## src/rtl/oem_frame_writer.sv

```systemverilog
// rtl/oem_frame_writer.sv - serial pixel deserialiser with checkerboard odd/even bank writes
//
// Collects an MSB-first bit stream into DATA_W-bit pixels of an IMG_W x IMG_H
// frame and writes each pixel into one of NUM_BANKS odd/even bank pairs.
// A source stall of GAP_CYC cycles zero-fills the rest of the frame.
//
// Ports:
//   clk          rising-edge clock
//   reset        asynchronous active-low reset
//   so_data      serial data bit, MSB of each pixel first
//   so_valid     so_data qualifier
//   oem_dataout  pixel write data (held between writes)
//   oem_addr     word address inside the selected bank (held between writes)
//   odd_wr       one-hot odd-bank write strobe
//   even_wr      one-hot even-bank write strobe
//   oem_finish   one-cycle frame-complete pulse
module oem_frame_writer #(
  parameter int DATA_W    = 8,
  parameter int IMG_W     = 16,
  parameter int IMG_H     = 16,
  parameter int NUM_BANKS = 4,
  parameter int GAP_CYC   = 4,
  parameter int ADDR_W    = $clog2(IMG_W * IMG_H / (2 * NUM_BANKS))
) (
  input  logic                 clk,
  input  logic                 reset,
  input  logic                 so_data,
  input  logic                 so_valid,
  output logic [DATA_W-1:0]    oem_dataout,
  output logic [ADDR_W-1:0]    oem_addr,
  output logic [NUM_BANKS-1:0] odd_wr,
  output logic [NUM_BANKS-1:0] even_wr,
  output logic                 oem_finish
);

  localparam int NPIX  = IMG_W * IMG_H;
  localparam int SPAN  = NPIX / NUM_BANKS;
  localparam int PIX_W = $clog2(NPIX);
  localparam int BIT_W = $clog2(DATA_W + 1);
  localparam int GAP_W = $clog2(GAP_CYC + 1);

  // LAST_WR is the cycle the final strobe is on the outputs; FINISH follows it.
  typedef enum logic [2:0] {IDLE, SHIFT, FILL, LAST_WR, FINISH} state_t;

  state_t                 state_q, state_d;
  logic [DATA_W-1:0]      shift_q, shift_d;
  logic [BIT_W-1:0]       bit_cnt_q, bit_cnt_d;
  logic [BIT_W-1:0]       fill_cnt_q, fill_cnt_d;
  logic [GAP_W-1:0]       gap_q, gap_d;
  logic [PIX_W-1:0]       pix_q, pix_d;
  logic [DATA_W-1:0]      dataout_q, dataout_d;
  logic [ADDR_W-1:0]      addr_q, addr_d;
  logic [NUM_BANKS-1:0]   odd_wr_q, odd_wr_d;
  logic [NUM_BANKS-1:0]   even_wr_q, even_wr_d;
  logic                   finish_q, finish_d;

  logic                   wr_en;
  logic [DATA_W-1:0]      wr_data;
  logic [DATA_W-1:0]      shifted;

  // Frame geometry of the pixel currently being assembled.
  logic [31:0]            p_ext, row, col, bank, offs;
  logic                   odd_px;
  logic [NUM_BANKS-1:0]   bank_oh;

  assign p_ext   = 32'(pix_q);
  assign row     = p_ext / IMG_W;
  assign col     = p_ext % IMG_W;
  assign bank    = p_ext / SPAN;
  assign offs    = p_ext % SPAN;
  assign odd_px  = 1'((row + col) & 32'd1);
  assign bank_oh = NUM_BANKS'(1) << bank;
  assign shifted = {shift_q[DATA_W-2:0], so_data};

  always_comb begin
    state_d    = state_q;
    shift_d    = shift_q;
    bit_cnt_d  = bit_cnt_q;
    fill_cnt_d = fill_cnt_q;
    gap_d      = gap_q;
    pix_d      = pix_q;
    dataout_d  = dataout_q;
    addr_d     = addr_q;
    odd_wr_d   = '0;
    even_wr_d  = '0;
    finish_d   = 1'b0;
    wr_en      = 1'b0;
    wr_data    = '0;

    case (state_q)
      // FINISH doubles as IDLE so a bit arriving there starts the next frame.
      IDLE, FINISH: begin
        if (state_q == FINISH) state_d = IDLE;
        if (so_valid) begin
          shift_d   = shifted;
          bit_cnt_d = BIT_W'(1);
          gap_d     = '0;
          state_d   = SHIFT;
        end
      end
      SHIFT: begin
        if (so_valid) begin
          gap_d   = '0;
          shift_d = shifted;
          if (bit_cnt_q == BIT_W'(DATA_W - 1)) begin
            bit_cnt_d = '0;
            wr_en     = 1'b1;
            wr_data   = shifted;
          end else begin
            bit_cnt_d = bit_cnt_q + BIT_W'(1);
          end
        end else if (gap_q == GAP_W'(GAP_CYC - 1)) begin
          // Source has stalled: drop the partial pixel and pad the frame.
          state_d    = FILL;
          shift_d    = '0;
          bit_cnt_d  = '0;
          fill_cnt_d = '0;
          gap_d      = '0;
        end else if (gap_q != GAP_W'(GAP_CYC)) begin
          gap_d = gap_q + GAP_W'(1);
        end
      end
      FILL: begin
        // One zero pixel per DATA_W cycles, mimicking the serial pixel rate.
        if (fill_cnt_q == BIT_W'(DATA_W - 1)) begin
          fill_cnt_d = '0;
          wr_en      = 1'b1;
        end else begin
          fill_cnt_d = fill_cnt_q + BIT_W'(1);
        end
      end
      LAST_WR: begin
        state_d  = FINISH;
        finish_d = 1'b1;
      end
      default: state_d = IDLE;
    endcase

    if (wr_en) begin
      odd_wr_d  = odd_px ? bank_oh : '0;
      even_wr_d = odd_px ? '0 : bank_oh;
      addr_d    = ADDR_W'(offs >> 1);
      dataout_d = wr_data;
      if (pix_q == PIX_W'(NPIX - 1)) begin
        pix_d   = '0;
        state_d = LAST_WR;
      end else begin
        pix_d = pix_q + PIX_W'(1);
      end
    end
  end

  always_ff @(posedge clk or negedge reset) begin
    if (!reset) begin
      state_q    <= IDLE;
      shift_q    <= '0;
      bit_cnt_q  <= '0;
      fill_cnt_q <= '0;
      gap_q      <= '0;
      pix_q      <= '0;
      dataout_q  <= '0;
      addr_q     <= '0;
      odd_wr_q   <= '0;
      even_wr_q  <= '0;
      finish_q   <= 1'b0;
    end else begin
      state_q    <= state_d;
      shift_q    <= shift_d;
      bit_cnt_q  <= bit_cnt_d;
      fill_cnt_q <= fill_cnt_d;
      gap_q      <= gap_d;
      pix_q      <= pix_d;
      dataout_q  <= dataout_d;
      addr_q     <= addr_d;
      odd_wr_q   <= odd_wr_d;
      even_wr_q  <= even_wr_d;
      finish_q   <= finish_d;
    end
  end

  assign oem_dataout = dataout_q;
  assign oem_addr    = addr_q;
  assign odd_wr      = odd_wr_q;
  assign even_wr     = even_wr_q;
  assign oem_finish  = finish_q;

endmodule

```

## config.mk

```make
export PLATFORM = sky130hd
export DESIGN_NAME = oem_frame_writer
export DESIGN_NICKNAME = d
export VERILOG_FILES = /design/src/rtl/oem_frame_writer.sv
export SDC_FILE = /design/constraint.sdc
export NUM_CORES = 1
export LEC_CHECK = 0
export ABC_AREA = 1
export CORE_MARGIN = 1
export CORE_UTILIZATION = 33
export CTS_BUF_LIST = sky130_fd_sc_hd__clkbuf_4
export CTS_CLUSTER_SIZE = 20
export DETAILED_ROUTE_END_ITERATION = 7
export GPL_ROUTABILITY_DRIVEN = 0
export GPL_TIMING_DRIVEN = 1
export PLACE_DENSITY = 0.51
export REMOVE_ABC_BUFFERS = 1
export SLEW_MARGIN = 10
export SYNTH_ARGS = -nofsm -noshare
export SYNTH_HDL_FRONTEND = slang
export SYNTH_SLANG_ARGS = --single-unit
```

## constraint.sdc

```tcl
create_clock -name clk -period 3.65 [get_ports clk]
set_clock_uncertainty 0.05 [all_clocks]
set_input_delay 0.73 -clock clk [delete_from_list [all_inputs] [get_ports clk]]
set_output_delay 0.73 -clock clk [all_outputs]
set_load 0.1 [all_outputs]
```

==> Word-level counts from Yosys, hierarchy flattened <==
Cells that the tools add are included.
W data, S select, Z words.
{ "totals": {"ff_bits": 51, "in_bits": 4, "wordCells": 75} }
{ "classes": {"n_addsub": 5, "eq_ne": 14, "n_shift": 1, "n_mux": 37, "reduce_logical": 7} }
{ "ops": {"columns": ["operator", "count"], "rows": [
  ["$mux W4", 10],
  ["$mux W8", 4],
  ["$mux W3", 10],
  ["$mux W7", 3],
  ["$pmux W4 S2", 2],
  ["$pmux W7 S2", 1],
  ["$pmux W3 S4", 1],
  ["$eq A3 B2 Y1 const B", 3],
  ["$reduce_and A3 Y1", 3],
  ["$add A4 B1 Y4 const B", 2],
  ["$add A8 B1 Y8 const B", 1],
  ["$eq A4 B3 Y1 const B", 2],
  ["$eq A8 B8 Y1 const B", 1],
  ["$ne A2 B2 Y1 const B", 3],
  ["$ne A3 B3 Y1 const B", 2],
  ["$pmux W3 S2", 1],
  ["$mux W1", 4],
  ["$ne A4 B4 Y1 const B", 1],
  ["$reduce_bool A2 Y1", 2],
  ["$shl A1 B2 Y4 const A", 1],
  ["$add A3 B1 Y3 const B", 1],
  ["$eq A3 B1 Y1 const B", 1],
  ["$eq A3 B3 Y1 const B", 1],
  ["$logic_not A3 Y1", 1],
  ["other kinds (3)", 3]
]} }

==> Depth between registers and ports, before layout <==
Gate-level depths: netlist of the first run.
{ "logic_depth": {"depth_word": 6, "ltp_mapped": 8} }

==> Least setup slack after synthesis of the first run <==
Ideal clock, no wire load.
{ "synth_timing": {"path_kind": "flip-flop to output port", "start": "reg addr_q[0], in the netlist oem_addr[0]", "end": "out oem_addr[0]", "arrival_ns": 0.898, "required_time_ns": 2.870, "setup_slack_ns": 1.972, "path_stages_with_launch": 1, "n_path_buf": 0, "cell_sequence": "dfrtp_1"} }
{ "synth_lines": {"columns": ["element", "line", "rtl"], "rows": [
  ["from (decl)", "52", "logic [ADDR_W-1:0] addr_q, addr_d;"],
  ["from (signal assigned)", "174", "addr_q <= addr_d;"],
  ["to (decl)", "30", "output logic [ADDR_W-1:0] oem_addr,"]
]} }
No word-level cell between the ends.

==> Worst setup path after layout of the first run <==
{ "layout_timing": {"start": "reg addr_q[4], in the netlist oem_addr[4]", "end": "out oem_addr[4]"} }
No word-level cell between the ends.

==> summary.txt, run 1 <==
GRT
  • Global route overflow: 0
  • Initial antenna violation count: 0
  • First-pass GRT wire length: just under 8000 um
  • Largest net degree at the start of global routing: 34
  • Vias in the first global route: 1693
  • Total track usage: 13.81%

Critical path
  • Critical path class: flop to primary output
  • Crit-path cells: clkdlybuf4s50_1
  • Crit path launch type: flop
  • CP required: approximately 2900 ps
  • Cell depth of the worst flop-to-flop path: 7
  • WP data arrival: roughly 1900 ps
  • Buffer and inverter count on the worst path: 1
  • R2R Setup Slk: roughly 1900 ps
  • Setup crit end kind: primary output
  • RR Endpoint: pix_q[0]
  • Crit path to: oem_addr[4]
  • Critical path startpoint: oem_addr[4]
  • CP max FO: 2
  • RR Startpoint: fill_cnt_q[0]
  • CP top delay family: buffers and inverters
  • CP max stage cell: clkdlybuf4s50_1
  • CP peak stage delay: between 1000 and 1500 ps
  • Levels on crit path: 1

Die
  • # rows: 30
  • Die area: between 0.007 and 0.008 mm^2
  • Ports: 26
  • Die W: 86.20 um
  • Die Y: roughly 86 um
  • Starting density of the core: roughly a third
  • Core footprint: roughly 0.0068 mm^2

Clock network
  • Clock Tree Buf Depth: 2
  • Clk Latency, worst-skew pair: roughly 360 ps
  • Sink Count: 51
  • Root buffer cell: clkbuf_4
  • Setup Buffers After CTS: 0
  • Post-cts sizing count: 0
  • Cts bufs inserted: 5
  • H-tree depth: 2
  • Hold buffers post-CTS: 0
  • Clock-pin slew on the worst setup and hold paths: approximately 150 ps
  • CTS tree: built

Placement
  • Dpl cell area: around 0.0027 mm^2
  • IO buf count: 25
  • Pre-CTS setup slack: approximately 1300 ps
  • Detailed Place HPWL: 3162 um

Routing
  • DRC viols: 0
  • Via count: about 1.8k
  • Via-to-Cell Ratio: about 4.5
  • First-pass DRT Iterations: 4
  • ANT nets after route: 0
  • DRT iter0 DRCs: 74
  • Drt wl/cell: 11.68 um
  • Final wirelength: around 4600 um

Cells and area
  • Sequential Area: ~0.0013 mm^2
  • Syn-to-layout area delta: 17.59%
  • Nets: between 300 and 400
  • Final Util: about two fifths
  • # fillers: between 700 and 800
  • Layout cell share with drive strength beyond 1: under 10%
  • Design area: 0.002751 mm^2
  • Multi-input logic area: ~940 um^2
  • ANT cells: 0

Logic synthesis
  • Cells after Synth: approximately 270
  • Number of synthesized register bits: roughly 50
  • Post-synthesis instance area: approximately 0.0023 mm^2
  • Syn avg cell area: between 8 and 9 um^2
  • Post-synth top area share: 54.55%
  • Sequential-to-total area share from yosys stat: roughly 55%
  • Netlist cell types: 23
  • Area leader, netlist: dfrtp_1
  • Top cells by area, synth: dfrtp_1 55%, nand2_1 15%, nand3_1 4.5%
  • Ys Warns: 0

STA
  • Final setup fails: 0
  • Fmax: between 300 and 400 MHz
  • TNS Setup: 0 ps
  • Slew Viols, Final: 0
  • Slew @ Worst Pin: 974.5 ps
  • RSZ-0062 raised after global routing: no
  • Slew HR: a little over a third
  • Setup slack after layout: 968.1 ps
  • Min cycle time layout: approximately 2700 ps
  • Fin crit share: about 73%
  • Final-report hold violation count: 0

Run status
  • Status: finished clean

Power and ir drop
  • Peak VDD IR: around 0.00043 V
  • P per Cell Area: 653.0 mW/mm^2
  • Leakage: roughly 1.3 nW
  • Tot Pwr: 1.797 mW

Flow run
  • Max-Cap Viols: 0

Hold path
  • Hold crit path type: input port to asynchronous set/reset pin
## cells by family after synthesis
kind of cell             Yosys count  synth area share, %
XOR/XNOR                           7                2.620
AO/OA/AOI/OAI                     28                6.578
AND/OR/NAND/NOR                  151                28.29
buffers and inverters             25                5.294
flip-flops                        51                54.55
adder cells (fa/ha/maj)            5                2.674
## cells in the mapped netlist
library cell	count
nand2_1	95
dfrtp_1	51
nand3_1	21
o21ai_0	19
inv_1	18
nor2_1	18
ha_1	5
buf_6	4
nand4_1	4
xor2_1	4
inv_2	3
nor2_2	3
nor3_1	3
o21ai_1	3
xnor2_1	3
a21oi_1	2
nand2_2	2
nand2_4	2
nor2_4	2
o21ai_2	2
nor3_4	1
o2111ai_1	1
o31ai_1	1
## through the flow
step | hold WS [ps] | cells
finish | 353.9 | 394
global route | 401.3 | 394
CTS | 384.3 | 394
detailed placement | 412.2 | 386
global placement | 415.1 | 386
floorplan | 384.4 | 263
## final cells by class
| cell class | instances | share of cell area [%] |
|---|---|---|
| timing repair buffer | 27 | 9.459 |
| multi-input combinational | 191 | 34.15 |
| clock buffer | 5 | 1.364 |
| clock inverter | 3 | 1.410 |
| tap | 96 | 4.366 |
| sequential | 51 | 46.38 |
| inverter | 21 | 2.865 |
## report_power, final
part	switching [mW]	leakage, nW	internal, mW
clock network	0.176	0.0426	0.141
registers	0.108	0.689	0.689
logic	0.494	0.596	0.189
total	0.777	1.33	1.02
## worst min-delay path by stage
stage / startpoint / end / slack (ps) / cells past startpoint
2_1_floorplan: reset / bit_cnt_q[0] / 380 / 0
3_3_place_gp: oem_addr[0] / oem_addr[0] / 420 / 2
3_5_place_dp: oem_dataout[0] / oem_dataout[0] / 410 / 2
4_1_cts: reset / state_q[1] / 380 / 1
5_1_grt: reset / pix_q[1] / 400 / 1
6_report: reset / oem_addr[4] / 350 / 1
## metal layers
metal  up-vias  part of all wire, %  track usage, %
li1        911                    -               -
met1       817                   50           18.07
met2        28                   45           22.37
met3         6                  3.5           3.333
met4         0                  1.5           5.000
met5         -                    0               0
## cells in the final DEF, fill, tap and decap left out, drive strengths merged
cell	synthesis	routed
nor2	23	23
ha	5	5
buf	4	3
clkdlybuf4s50	0	24
dfrtp	51	51
nand4	4	4
o31ai	1	1
inv	21	21
xnor2	3	3
o21ai	24	24
o2111ai	1	1
clkbuf	0	5
nor3	4	4
xor2	4	4
nand2	99	99
nand3	21	21
clkinv	0	2
a21oi	2	2
bufinv	0	1
## sequential cells by signal, indices dropped and copies added (netlist names)
register / flops
bit_cnt_q: 4
even_wr: 4
fill_cnt_q: 4
gap_q: 3
odd_wr: 4
oem_addr: 5
oem_dataout: 8
oem_finish: 1
pix_q: 8
shift_q: 7
state_q: 3
Power figures use the tool's default switching activity.
==> inputs of run 2 (changes only) <==
--- a/config.mk
+++ b/config.mk
@@ -13,7 +13,7 @@
 export DETAILED_ROUTE_END_ITERATION = 7
 export GPL_ROUTABILITY_DRIVEN = 0
 export GPL_TIMING_DRIVEN = 1
-export PLACE_DENSITY = 0.51
+export PLACE_DENSITY = 0.52
 export REMOVE_ABC_BUFFERS = 1
 export SLEW_MARGIN = 10
 export SYNTH_ARGS = -nofsm -noshare
==> constraint.sdc (replaced) <==
create_clock -name clk -period 2.4 [get_ports clk]
set_clock_uncertainty 0.05 [all_clocks]
set_input_delay 0.48 -clock clk [delete_from_list [all_inputs] [get_ports clk]]
set_output_delay 0.48 -clock clk [all_outputs]
set_load 0.1 [all_outputs]
==> run 2 against run 1 <==
Global-route usage grew 0.068 points. Sequential cell count did not move. Largest cell class unchanged. Clock power rose by 15%. Wire length shrank 2.6%. Hold slack better by 94 ps. Sequential share of layout area grew 0.90 points. Setup slack got worse by 180 ps. Final cell count increased by 0.76%. Total power up 44%. Critical path depth grew 6. Via count rose by 0.85%. Critical endpoint is now odd_wr[1].
==> summary.txt, run 2 (synthesis gave the netlist of run 1 again) <==
Die
  • Ports: 26
  • Die W: about 86 um
  • Die Y: about 86 um
  • # rows: 30
  • Die area: about 0.0074 mm^2
  • Starting density of the core: roughly a third
  • Core footprint: 0.006832 mm^2

Hold path
  • Hold Crit Depth: 2
  • Hold crit path type: flop to flop

Critical path
  • Crit-path cells: ha_1, nand3_1, nor2_2, nor2_4, inv_2, nand2_1, nor2_1
  • Levels on crit path: 7
  • Buffer and inverter count on the worst path: 1
  • Crit path launch type: flop
  • CP max FO: 13
  • WP data arrival: approximately 1800 ps
  • Setup crit end kind: flop
  • CP top delay family: simple AND/OR/NAND/NOR gates
  • CP peak stage delay: about 440 ps
  • Critical path class: flop to flop
  • CP required: 2600 ps
  • CP max stage cell: dfrtp_1
  • Cell depth of the worst flop-to-flop path: 7

GRT
  • Vias in the first global route: 1766
  • Largest net degree at the start of global routing: 21
  • Initial antenna violation count: 0
  • Global route overflow: 0
  • First-pass GRT wire length: approximately 8000 um
  • Total track usage: between 10% and 20%

Cells and area
  • Nets: 310
  • Non-filler cells, final: approximately 400
  • Layout cell share with drive strength beyond 1: about 16%
  • ANT cells: 0
  • # fillers: between 700 and 800
  • Most common cell after layout, fill and taps aside: nand2_1
  • Final Util: roughly two fifths
  • Syn-to-layout area delta: 15.35%
  • Commonest cells after routing, fill and taps aside: 95 x nand2_1, 51 x dfrtp_1, 27 x buf_4

STA
  • RSZ-0062 raised after global routing: no
  • Slew @ Worst Pin: around 450 ps
  • Setup slack after layout: between 700 and 800 ps
  • Min Hold Slack: 447.9 ps
  • Fin crit share: 67.29%
  • Fmax: approximately 620 MHz
  • Slew Viols, Final: 0
  • Final setup fails: 0
  • Slew HR: between 60% and 70%
  • TNS Setup: 0 ps
  • Final-report hold violation count: 0
  • Min cycle time layout: between 1500 and 2000 ps

Power and ir drop
  • Switching part of the total power: between 40% and 50%
  • Sequential share of power: between 40 and 50%
  • Comb power frac: about 39%
  • Leakage: between 1 and 1.5 nW
  • P_int: 1.429 mW
  • Peak VDD IR: about 0.00084 V
  • P per Cell Area: between 900 and 1000 mW/mm^2
  • Clock power share: between 10% and 20%
  • Psw: 1.164 mW

Routing
  • Via count: approximately 1.8k
  • DRC viols: 0
  • ANT nets after route: 0
  • Via-to-Cell Ratio: about 4.5
  • First-pass DRT Iterations: 4
  • Drt wl/cell: roughly 11 um
  • DRT iter0 DRCs: 62
  • Final wirelength: between 4000 and 5000 um

Clock network
  • H-tree depth: 2
  • CTS tree: built
  • Clock Tree Buf Depth: 2
  • Cts bufs inserted: 5
  • Root buffer cell: clkbuf_4
  • Sink Count: between 50 and 60
  • Clock-pin slew on the worst setup and hold paths: 140 ps
  • Post-cts sizing count: 0
  • Clk Latency, worst-skew pair: roughly 360 ps

Placement
  • Detailed Place HPWL: approximately 3200 um
  • Pre-CTS setup slack: between 300 and 400 ps
  • Placed Cells: 389
  • IO buf count: 25

Flow run
  • Max-Cap Viols: 0

Run status
  • Status: finished clean
-- run 2: changes by cell type in the layout (fill, tap and decap cells not counted) --
| cell | before | now |
|---|---|---|
| dlygate4sd3_1 | 0 | 1 |
| clkdlybuf4s50_1 | 24 | 2 |
| bufinv_16 | 1 | 0 |
| buf_4 | 2 | 27 |
-- run 2: final timing paths --
check	start	to	slack (ps)
setup / recovery	fill_cnt_q[0]	odd_wr[1]	790
hold / removal	oem_dataout[4]	oem_dataout[4]	450
max in group asynchronous	reset	gap_q[1]	1150
setup reg to reg	fill_cnt_q[0]	odd_wr[1]	790
min in group asynchronous	reset	oem_addr[1]	530
hold reg to reg	oem_dataout[4]	oem_dataout[4]	450
-- run 2: area by class of cell --
cell class	count	area, um^2	area share [%]
multi-input cells	191	939.7	34.82
repair buffers	31	237.7	8.809
flip-flops and latches	51	1276	47.29
clock inverters	2	8.758	0.3245
clock buffers	5	37.54	1.391
inverters	21	78.83	2.921
well taps	96	120.1	4.451
-- run 2: metrics by stage --
step | instance area, um^2 | total power, mW
after floorplan | 2295 | 2.002
after global placement | 2643 | 2.248
after detailed placement | 2643 | 2.259
after CTS | 2689 | 2.635
after global routing | 2699 | 2.802
final | 2699 | 2.593
-- run 2: worst reg2reg max path: stages (launching register included) --
cell	delay [ps]
dfrtp_1	440
ha_1	240
nand3_1	140
nor2_2	70
nor2_4	260
inv_2	150
nand2_1	120
nor2_1	40
-- run 2: what timing repair did --
action | in CTS | in global routing
hold endpoints to repair | 0 | 3
setup buffers | 0 | 0
hold buffers | 0 | 1
-- run 2: power groups by stage --
stage                     clock network [mW]  registers [mW]  logic (mW)
after floorplan                            0            1.52       0.481
after global placement                     0            1.23        1.02
after detailed placement                   0            1.23        1.03
after CTS                              0.389            1.21        1.03
after global routing                   0.428            1.25        1.13
final                                  0.365            1.21        1.02
-- run 2: layer usage --
layer / up-vias / part of all wire [%] / global-route usage, % / wire [um]
met5: - / 0 / 0 / 0
met4: 0 / 1.5 / 5.000 / 66
met3: 5 / 3.4 / 3.714 / 152
met2: 24 / 45 / 21.72 / 2015
met1: 831 / 50 / 18.57 / 2246
li1: 917 / - / - / -
